`config.mk`:
```
export PLATFORM = sky130hd
export DESIGN_NAME = usb_txn_scheduler
export DESIGN_NICKNAME = d
export VERILOG_FILES = /design/src/rtl/usb_pkg.sv /design/src/rtl/usb_turnaround_timer.sv /design/src/rtl/usb_txn_scheduler.sv
export SDC_FILE = /design/constraint.sdc
export NUM_CORES = 1
export LEC_CHECK = 0
export BUFFER_PORTS_ARGS = -buffer_cell sky130_fd_sc_hd__buf_4
export CAP_MARGIN = 30
export CORE_MARGIN = 2
export CORE_UTILIZATION = 30
export DETAILED_ROUTE_END_ITERATION = 7
export PLACE_DENSITY = 0.59
export SYNTH_ARGS = -nofsm -noshare
export SYNTH_HDL_FRONTEND = slang
export SYNTH_HIERARCHICAL = 1
export SYNTH_SLANG_ARGS = --single-unit
```
`constraint.sdc`:
```
create_clock -name clk -period 8.3 [get_ports clk]
set_input_delay 1.245 -clock clk [delete_from_list [all_inputs] [get_ports clk]]
set_output_delay 1.245 -clock clk [all_outputs]
set_load 0.05 [all_outputs]
```
`src/rtl/usb_pkg.sv`:
```
// usb_pkg
// Shared definitions for the USB proxy and its transaction scheduler.
//   - pid_e         : PID byte values exactly as the proxy's capture shift
//                     register presents them (NRZI line levels, first bit
//                     on the wire in bit 0, line idle at 1 before the PID)
//   - sched_state_e : scheduler state encoding, also exported on sched_state
//   - FS/LS turnaround defaults in clk cycles (24 bit times)
package usb_pkg;

    localparam int unsigned FS_TIMEOUT_DEFAULT = 96;
    localparam int unsigned LS_TIMEOUT_DEFAULT = 768;
    localparam int unsigned TIMER_W            = 10;

    // Captured line-level form of each PID. The captured form is not the
    // {~pid, pid} byte seen after NRZI decoding.
    typedef enum logic [7:0] {
        PID_OUT   = 8'hF5,
        PID_IN    = 8'h8D,
        PID_SOF   = 8'hC9,
        PID_SETUP = 8'hB1,
        PID_DATA0 = 8'hEB,
        PID_DATA1 = 8'h93,
        PID_DATA2 = 8'hD7,
        PID_MDATA = 8'hAF,
        PID_ACK   = 8'hE4,
        PID_NAK   = 8'h9C,
        PID_STALL = 8'hA0,
        PID_NYET  = 8'hD8,
        PID_PING  = 8'hC6
    } pid_e;

    typedef enum logic [2:0] {
        ST_IDLE   = 3'd0,
        ST_H_DATA = 3'd1,
        ST_D_HS   = 3'd2,
        ST_D_DATA = 3'd3,
        ST_H_HS   = 3'd4
    } sched_state_e;

    // The device side owns the bus only while it is expected to answer.
    function automatic logic host_listens(input sched_state_e s);
        return !((s == ST_D_HS) || (s == ST_D_DATA));
    endfunction

    function automatic logic is_legal_state(input sched_state_e s);
        return (s == ST_IDLE) || (s == ST_H_DATA) || (s == ST_D_HS) ||
               (s == ST_D_DATA) || (s == ST_H_HS);
    endfunction

endpackage

```
`src/rtl/usb_turnaround_timer.sv`:
```
// usb_turnaround_timer
// Counts clk cycles spent waiting for the next packet of a transaction.
// Ports:
//   clk, rst (async, active-low)
//   clear   : restart the wait; also samples is_fs to choose the limit
//   enable  : count this cycle (scheduler is in a non-IDLE state)
//   is_fs   : 1 = full-speed limit, 0 = low-speed limit
//   expired : the count reaches the limit on this clk edge
module usb_turnaround_timer
    import usb_pkg::*;
#(
    parameter int unsigned FS_TIMEOUT = FS_TIMEOUT_DEFAULT,
    parameter int unsigned LS_TIMEOUT = LS_TIMEOUT_DEFAULT
) (
    input  logic clk,
    input  logic rst,
    input  logic clear,
    input  logic enable,
    input  logic is_fs,
    output logic expired
);

    localparam logic [TIMER_W-1:0] FS_LAST = TIMER_W'(FS_TIMEOUT - 1);
    localparam logic [TIMER_W-1:0] LS_LAST = TIMER_W'(LS_TIMEOUT - 1);

    logic [TIMER_W-1:0] cnt_q, cnt_d;
    logic               fs_q, fs_d;

    // The speed is frozen at entry so a mid-wait change of is_fs cannot
    // stretch or shorten the running wait. Expiry is flagged on the cycle
    // whose increment would land on the limit, so the N-th cycle of a wait
    // is the last one.
    always_comb begin
        cnt_d   = cnt_q;
        fs_d    = fs_q;
        expired = enable && (cnt_q == (fs_q ? FS_LAST : LS_LAST));
        if (clear) begin
            cnt_d = '0;
            fs_d  = is_fs;
        end else if (enable) begin
            cnt_d = cnt_q + 1'b1;
        end
    end

    always_ff @(posedge clk or negedge rst) begin
        if (!rst) begin
            cnt_q <= '0;
            fs_q  <= 1'b1;
        end else begin
            cnt_q <= cnt_d;
            fs_q  <= fs_d;
        end
    end

endmodule

```
`src/rtl/usb_txn_scheduler.sv`:
```
// usb_txn_scheduler
// Tracks the token / data / handshake phases of a USB transaction from the
// PIDs the proxy captures, and steers bus direction toward whichever side
// is expected to talk next.
// Ports:
//   clk, rst (async, active-low)
//   proxy_en    : 0 = bypass, host keeps the bus
//   is_fs       : 1 = full speed, 0 = low speed
//   pkt_valid   : one-cycle strobe at packet EOP, qualifies pkt_pid
//   pkt_pid     : captured PID byte
//   host_dir    : host side drives the bus
//   device_dir  : device side drives the bus
//   sched_state : current state encoding
//   xfer_done   : pulse, transaction completed
//   timeout_err : pulse, turnaround wait expired
//   pid_err     : pulse, PID not expected in the current state
//   txn_cnt     : completed transaction count, wraps
module usb_txn_scheduler
    import usb_pkg::*;
#(
    parameter int unsigned FS_TIMEOUT = FS_TIMEOUT_DEFAULT,
    parameter int unsigned LS_TIMEOUT = LS_TIMEOUT_DEFAULT
) (
    input  logic        clk,
    input  logic        rst,
    input  logic        proxy_en,
    input  logic        is_fs,
    input  logic        pkt_valid,
    input  logic [7:0]  pkt_pid,
    output logic        host_dir,
    output logic        device_dir,
    output logic [2:0]  sched_state,
    output logic        xfer_done,
    output logic        timeout_err,
    output logic        pid_err,
    output logic [15:0] txn_cnt
);

    sched_state_e state_q, state_d;
    logic         host_dir_q, host_dir_d;
    logic         device_dir_q, device_dir_d;
    logic         xfer_done_q, xfer_done_d;
    logic         timeout_err_q, timeout_err_d;
    logic         pid_err_q, pid_err_d;
    logic [15:0]  txn_cnt_q, txn_cnt_d;

    logic timer_clear;
    logic timer_enable;
    logic timer_expired;

    usb_turnaround_timer #(
        .FS_TIMEOUT (FS_TIMEOUT),
        .LS_TIMEOUT (LS_TIMEOUT)
    ) u_timer (
        .clk     (clk),
        .rst     (rst),
        .clear   (timer_clear),
        .enable  (timer_enable),
        .is_fs   (is_fs),
        .expired (timer_expired)
    );

    // Priority: bypass, then recovery from an illegal encoding, then a
    // received packet, then turnaround expiry. A packet arriving on the
    // expiry cycle therefore completes normally instead of timing out.
    always_comb begin
        state_d       = state_q;
        xfer_done_d   = 1'b0;
        timeout_err_d = 1'b0;
        pid_err_d     = 1'b0;

        if (!proxy_en) begin
            state_d = ST_IDLE;
        end else if (!is_legal_state(state_q)) begin
            state_d = ST_IDLE;
        end else if (pkt_valid) begin
            state_d = ST_IDLE;
            case (state_q)
                ST_IDLE: begin
                    if (pkt_pid == PID_OUT || pkt_pid == PID_SETUP) begin
                        state_d = ST_H_DATA;
                    end else if (pkt_pid == PID_IN) begin
                        state_d = ST_D_DATA;
                    end else if (pkt_pid == PID_PING) begin
                        state_d = ST_D_HS;
                    end else if (pkt_pid != PID_SOF) begin
                        pid_err_d = 1'b1;
                    end
                end
                ST_H_DATA: begin
                    if (pkt_pid == PID_DATA0 || pkt_pid == PID_DATA1) begin
                        state_d = ST_D_HS;
                    end else begin
                        pid_err_d = 1'b1;
                    end
                end
                ST_D_HS: begin
                    if (pkt_pid == PID_ACK || pkt_pid == PID_NAK ||
                        pkt_pid == PID_STALL || pkt_pid == PID_NYET) begin
                        xfer_done_d = 1'b1;
                    end else begin
                        pid_err_d = 1'b1;
                    end
                end
                ST_D_DATA: begin
                    if (pkt_pid == PID_DATA0 || pkt_pid == PID_DATA1) begin
                        state_d = ST_H_HS;
                    end else if (pkt_pid == PID_NAK || pkt_pid == PID_STALL) begin
                        xfer_done_d = 1'b1;
                    end else begin
                        pid_err_d = 1'b1;
                    end
                end
                ST_H_HS: begin
                    if (pkt_pid == PID_ACK) begin
                        xfer_done_d = 1'b1;
                    end else begin
                        pid_err_d = 1'b1;
                    end
                end
                default: begin
                    state_d = ST_IDLE;
                end
            endcase
        end else if (timer_expired) begin
            state_d       = ST_IDLE;
            timeout_err_d = 1'b1;
        end

        host_dir_d   = host_listens(state_d);
        device_dir_d = !host_listens(state_d);
        txn_cnt_d    = txn_cnt_q + 16'(xfer_done_d);
    end

    // Every state change restarts the wait for the next packet; bypass
    // keeps the timer parked at zero.
    always_comb begin
        timer_clear  = !proxy_en || (state_d != state_q);
        timer_enable = proxy_en && (state_q != ST_IDLE);
    end

    always_ff @(posedge clk or negedge rst) begin
        if (!rst) begin
            state_q       <= ST_IDLE;
            host_dir_q    <= 1'b1;
            device_dir_q  <= 1'b0;
            xfer_done_q   <= 1'b0;
            timeout_err_q <= 1'b0;
            pid_err_q     <= 1'b0;
            txn_cnt_q     <= 16'd0;
        end else begin
            state_q       <= state_d;
            host_dir_q    <= host_dir_d;
            device_dir_q  <= device_dir_d;
            xfer_done_q   <= xfer_done_d;
            timeout_err_q <= timeout_err_d;
            pid_err_q     <= pid_err_d;
            txn_cnt_q     <= txn_cnt_d;
        end
    end

    assign sched_state = state_q;
    assign host_dir    = host_dir_q;
    assign device_dir  = device_dir_q;
    assign xfer_done   = xfer_done_q;
    assign timeout_err = timeout_err_q;
    assign pid_err     = pid_err_q;
    assign txn_cnt     = txn_cnt_q;

endmodule

```
---- Word-level counts from Yosys, hierarchy flattened ----
Index checks and enable logic that the tools add are counted.
word-level totals
  input bits .............................. 13
  output and inout port bits .............. 24
  word-level logic and storage cells ...... 87
  register bits after elaboration ......... 35
operators by class
  muxes and demuxes ....................... 38
  equality and inequality tests ........... 19
  reduce and logical (&&, ||, !) cells .... 19
  add/sub/neg operators ................... 2
operators with widths
  kind                                                              count
  8-bit == test (second input constant)                             10
  10-bit two-way mux                                                3
  1-bit two-way mux                                                 23
  16-bit by 1-bit adder with 16-bit output                          1
  3-bit two-way mux                                                 5
  3-bit by 2-bit == test with 1-bit output (second input constant)  4
  1-bit logical OR                                                  12
  10-bit by 1-bit adder with 10-bit output (second input constant)  1
  10-bit == test                                                    1
  3-bit case mux with 3 select lines                                1
  2-bit two-way mux                                                 4
  8-bit inequality test (second input constant)                     1
  1-bit case mux with 5 select lines                                1
  3-bit by 1-bit == test with 1-bit output (second input constant)  1
  3-bit == test (second input constant)                             1
  3-bit zero test                                                   1
  3-bit inequality test                                             1
  1-bit case mux with 3 select lines                                1
  3-bit nonzero test                                                1
  1-bit logical AND                                                 2
  1-bit zero test                                                   2
  2-bit nonzero test                                                1

---- Depth between registers and ports, before layout ----
  depth after elaboration ................. 11
  depth in mapped cells ................... 14
  mapped depth without buffers ............ 12

---- Cells and area by module ----
Netlist, hierarchy kept.
by module, submodules not included
  module                seq. area each (um^2)  times used  area each (um^2)  cells each
  usb_txn_scheduler     601.8                  1           1397.6            148
  usb_turnaround_timer  276.5                  1           570.5             54

---- Worst setup path before layout ----
No wires, ideal clock.
  path kind ............................... input-to-reg
  from .................................... in pkt_pid[3]
  to ...................................... reg txn_cnt_q[13] (netlist: txn_cnt[13])
  arrival ................................. 3423 ps
  path buffers ............................ 1
  stages .................................. 11
  setup time .............................. 141 ps
  slack ................................... 4736 ps
  data required time ...................... 8159 ps
  path through ............................ buf_6 -> nand3b_1 -> or3b_1 -> nor3_1 -> a31oi_1 -> o41ai_1 -> ha_1 -> and3_1 -> nor2b_1 -> nand3_1 -> xnor2_1
between the ends
  cells in the longest elaborated chain, start to end .. 10
  elaborated cells between the ends (all ways) .. 20
  those cells by class .................... add/sub (1); eq/ne (6); mux (8); reduce/logical (5)
ends and longest elaborated chain
  item                                        line                                                                         source
  start: declaration                          usb_txn_scheduler.sv:29                                                      input logic [7:0] pkt_pid,
  8-bit == test (on tied branches)            usb_txn_scheduler.sv:98, usb_txn_scheduler.sv:115, usb_txn_scheduler.sv:108
  1-bit logical OR (2 in series)              usb_txn_scheduler.sv:98                                                      if (pkt_pid == PID_ACK || pkt_pid == PID_NAK ||
  1-bit logical OR                            usb_txn_scheduler.sv:99                                                      pkt_pid == PID_STALL || pkt_pid == PID_NYET) begin
  1-bit two-way mux                           usb_txn_scheduler.sv:98
  1-bit case mux with 3 select lines *        usb_txn_scheduler.sv:78                                                      case (state_q)
  1-bit two-way mux *                         usb_txn_scheduler.sv:76                                                      end else if (pkt_valid) begin
  1-bit two-way mux *                         usb_txn_scheduler.sv:74                                                      end else if (!is_legal_state(state_q)) begin
  1-bit two-way mux *                         usb_txn_scheduler.sv:72                                                      if (!proxy_en) begin
  net xfer_done_d                             usb_txn_scheduler.sv:42                                                      logic xfer_done_q, xfer_done_d;
  16-bit by 1-bit adder with 16-bit output *  usb_txn_scheduler.sv:132                                                     txn_cnt_d = txn_cnt_q + 16'(xfer_done_d);
  net txn_cnt_d[13]                           usb_txn_scheduler.sv:45                                                      logic [15:0] txn_cnt_q, txn_cnt_d;
  end signal: assignment                      usb_txn_scheduler.sv:158                                                     txn_cnt_q <= txn_cnt_d;
  end: declaration                            usb_txn_scheduler.sv:45
Mark *: on every way through the listed nets, which the timed path passes. The rest lies on a longest branch.
A chain may end at the register's enable or synchronous reset.

---- Final worst setup path ----
  from .................................... in proxy_en
  to ...................................... reg u_timer.cnt_q[9]
between the ends
  cells in the longest elaborated chain, start to end .. 9
  elaborated cells between the ends (all ways) .. 11
  those cells by class .................... eq/ne (1); mux (5); reduce/logical (5)
ends and longest elaborated chain
  item                                                             line                        source
  start: declaration                                               usb_txn_scheduler.sv:26     input logic proxy_en,
  1-bit logical AND *                                              usb_txn_scheduler.sv:139    timer_enable = proxy_en && (state_q != ST_IDLE);
  net timer_enable                                                 usb_txn_scheduler.sv:48     logic timer_enable;
  1-bit logical AND *                                              usb_turnaround_timer.sv:36  expired = enable && (cnt_q == (fs_q ? FS_LAST : LS_LAST));
  net timer_expired                                                usb_txn_scheduler.sv:49     logic timer_expired;
  3-bit two-way mux *                                              usb_txn_scheduler.sv:125    end else if (timer_expired) begin
  3-bit two-way mux *                                              usb_txn_scheduler.sv:76
  3-bit two-way mux *                                              usb_txn_scheduler.sv:74
  3-bit two-way mux *                                              usb_txn_scheduler.sv:72
  3-bit inequality test *                                          usb_txn_scheduler.sv:138    timer_clear = !proxy_en || (state_d != state_q);
  1-bit logical OR *                                               usb_txn_scheduler.sv:138
  net timer_clear                                                  usb_txn_scheduler.sv:47     logic timer_clear;
  10-bit two-way mux / 2-bit nonzero test (equally long branches)  n/a
  end signal: assignment                                           usb_turnaround_timer.sv:50  cnt_q <= cnt_d;
  end: declaration                                                 usb_turnaround_timer.sv:26  logic [TIMER_W-1:0] cnt_q, cnt_d;
Marked as above.

==> metrics.yaml <==
timing:
  period_share_pct: 48.0
  hold_viol: 0
  fmax_ghz: 0.251
  holdWs_ns: 0.468
  setup_viol: 0
  fin_setup_tns_ns: 0
  drv_slew: 0
  fin_skew_ns: 0.00379
  layout_setup_ws_ns: 4.31
  relSlewSlack_pct: 58.3
  rsz0062_at_grt: "no"
  fin_crit_ns: 3.99
  worst_pin_slew_ns: 0.617
floorplanning:
  start_util_pct: 31.0
  core_area_um2: 6350
  dieArea_um2: 7220
  ios: 37
  chipWidth_um: 85.0
  rows: 29
  die_y_um: 85.0
critical_path:
  cp_num_buf_inv: 1
  critPathKind: "in2reg"
  start_kind: "primary input"
  path_cells: "buf_4 > nor2b_1 > nand3_1 > a2111oi_2 > nor2_1 > a22oi_1 > o2bb2ai_1 > nand3_1 > a211o_1 > o2111ai_2 > or4_1 > a21oi_1"
  required_ns: 8.51
  critPathCaptureType: "flop"
  cp_slowest_cell: "or4_1"
  slowest_delay_ns: 0.52
  path_max_fanout: 13
  cpMostUsedCell: "nand3_1"
  crit_arrival_ns: 4.20
  worst_path_dominant_cell_family: "compound AO/OA/AOI/OAI gates"
logic_synthesis:
  avgSynthCellArea_um2: 9.74
  syn_inst: 202
  netlist_area_um2: 1970
  yosys_warnings: 6
  synth_edf_count: 0
  async_flop_share_pct: 100
  synth_ff_type: "dfrtp_1"
  synth_largest_area_cell: "dfrtp_1"
  synth_top_area_share_pct: 42.0
  synth_nets: 218
  post-synth-top-count-cell: "dfrtp_1"
  yosysSeqAreaShare_pct: 44.6
  synth_common_cells: "dfrtp_1 (33), nor2_1 (17), nand2_1 (16)"
  ys_ff_latch: 35
  synth.distinct_cells: 54
  synth_area_leaders: "dfrtp_1 (42%), xnor2_1 (6.2%), nand3_1 (3.3%)"
routing:
  drt_iter0_markers: 97
  drc: 0
  drtAntennaViolNets: 0
  dr_wl_met2_mm: 1.81
  vias: 1563
  drtPass1Iterations: 6
  highest_layer: "met4"
  vias_per_cell: 4.99
  wl_mm: 4.03
  wl_met3_um: 207
  wl_met1_mm: 1.95
  wl_per_cell_um: 12.9
global_routing:
  grt_usage_pct: 11.9
  grt_max_degree: 36
  gr-total-overflow: 0
  antenna_found_initial: 0
  grt_pass1_vias: 1533
  grt_pass1_wl_mm: 7.02
power:
  p_per_area_nw_per_um2: 142
  finalPower_mw: 0.335
  p_leak_nw: 1.02
  ir_drop_mv: 0.0959
clocking:
  post_cts_resized: 0
  clk_pin_slew_ns: 0.07
  clockBufferDepth: 2
  cts.sinks: 35
  cts_root_buf: "clkbuf_8"
  cts_hold_buffers: 0
  cts_tree: "yes"
  post_cts_buffers: 0
  clk_latency_ns: 0.29
  htree_num_levels: 2
  cts_made_buffers: 5
min_path:
  hp-class: "reg2reg"
run:
  cap_violations: 0
finish:
  final_core_util_pct: 37.2
  drive_gt1_share_pct: 23.7
  syn2layout_area_growth_pct: 20.1
  diodes: 0
  fin_nets: 251
placement:
  preCtsSetupSlack_ns: 4.01
  routabilityCongestion: 0.816
  detailed_place_hpwl_mm: 2.93
  io_buffers: 36
status:
  outcome: "completed"
## cell usage in the layout (no fill, tap or decap), types with 3 or more instances in the layout
cell / synthesis / final
inv_1: 8 / 8
xnor2_1: 14 / 14
nand2_1: 16 / 16
nand3b_1: 3 / 3
dfrtp_1: 33 / 33
and3_1: 3 / 3
nor2b_1: 5 / 5
ha_1: 3 / 3
xor2_1: 6 / 6
nand3_1: 13 / 13
nor3_1: 7 / 7
clkbuf_8: 0 / 5
nor2_1: 17 / 17
clkinv_2: 0 / 3
buf_4: 1 / 36
o21ai_0: 4 / 4
nand4b_1: 3 / 3
a21oi_1: 10 / 10
## metal layers
layer,global-route usage [%],vias to the layer above
met1,15.7,730
met2,18.6,35
met5,0,-
met4,4.33,0
li1,-,792
met3,3.11,6
## logic make-up after synthesis
logic type | Yosys count | synth area share [%]
AO/OA/AOI/OAI | 37 | 14.4
XOR/XNOR | 20 | 8.90
adder cells (fa/ha/maj) | 3 | 1.91
buffers and inverters | 18 | 4.32
flip-flops | 35 | 44.6
multiplexers | 3 | 1.65
AND/OR/NAND/NOR | 86 | 24.2
## sequential cells by signal, summed over array words and instances (netlist names)
signal,cells
timeout_err,1
xfer_done,1
txn_cnt,16
device_dir,1
host_dir,1
u_timer/fs_q,1
u_timer/cnt_q,10
pid_err,1
sched_state,3
## final cells by class
cell class                 instances  area (µm²)
fill                             640        3990
multi-input combinational        149        1000
sequential                        35         878
timing repair buffer              36         270
tap                               77        96.3
clock buffer                       5        68.8
inverter                           8        30.0
clock inverter                     3        15.0
## power breakdown
part	switching (mW)	internal, mW
Combinational	0.0252	0.0145
Sequential	0.00327	0.174
Clock	0.0609	0.0574
## final timing paths
| kind | slack [ns] | start | depth (start not counted) | end |
|---|---|---|---|---|
| hold reg to reg | 0.47 | txn_cnt[15] | 1 | txn_cnt[15] |
| max in group asynchronous | 7.06 | rst | 1 | host_dir |
| min in group asynchronous | 0.90 | rst | 1 | txn_cnt[2] |
| setup / recovery | 4.31 | proxy_en | 12 | u_timer/cnt_q[9] |
| setup reg to reg | 4.54 | sched_state[1] | 12 | u_timer/cnt_q[9] |
| hold / removal | 0.47 | txn_cnt[15] | 1 | txn_cnt[15] |
## through the flow
step                instances  instance area (µm²)
CTS                       313                 2360
global route              313                 2360
finish                    313                 2360
global placement          305                 2280
floorplan                 202                 1970
detailed placement        305                 2280
No activity file was read; power rests on OpenSTA's default activity.
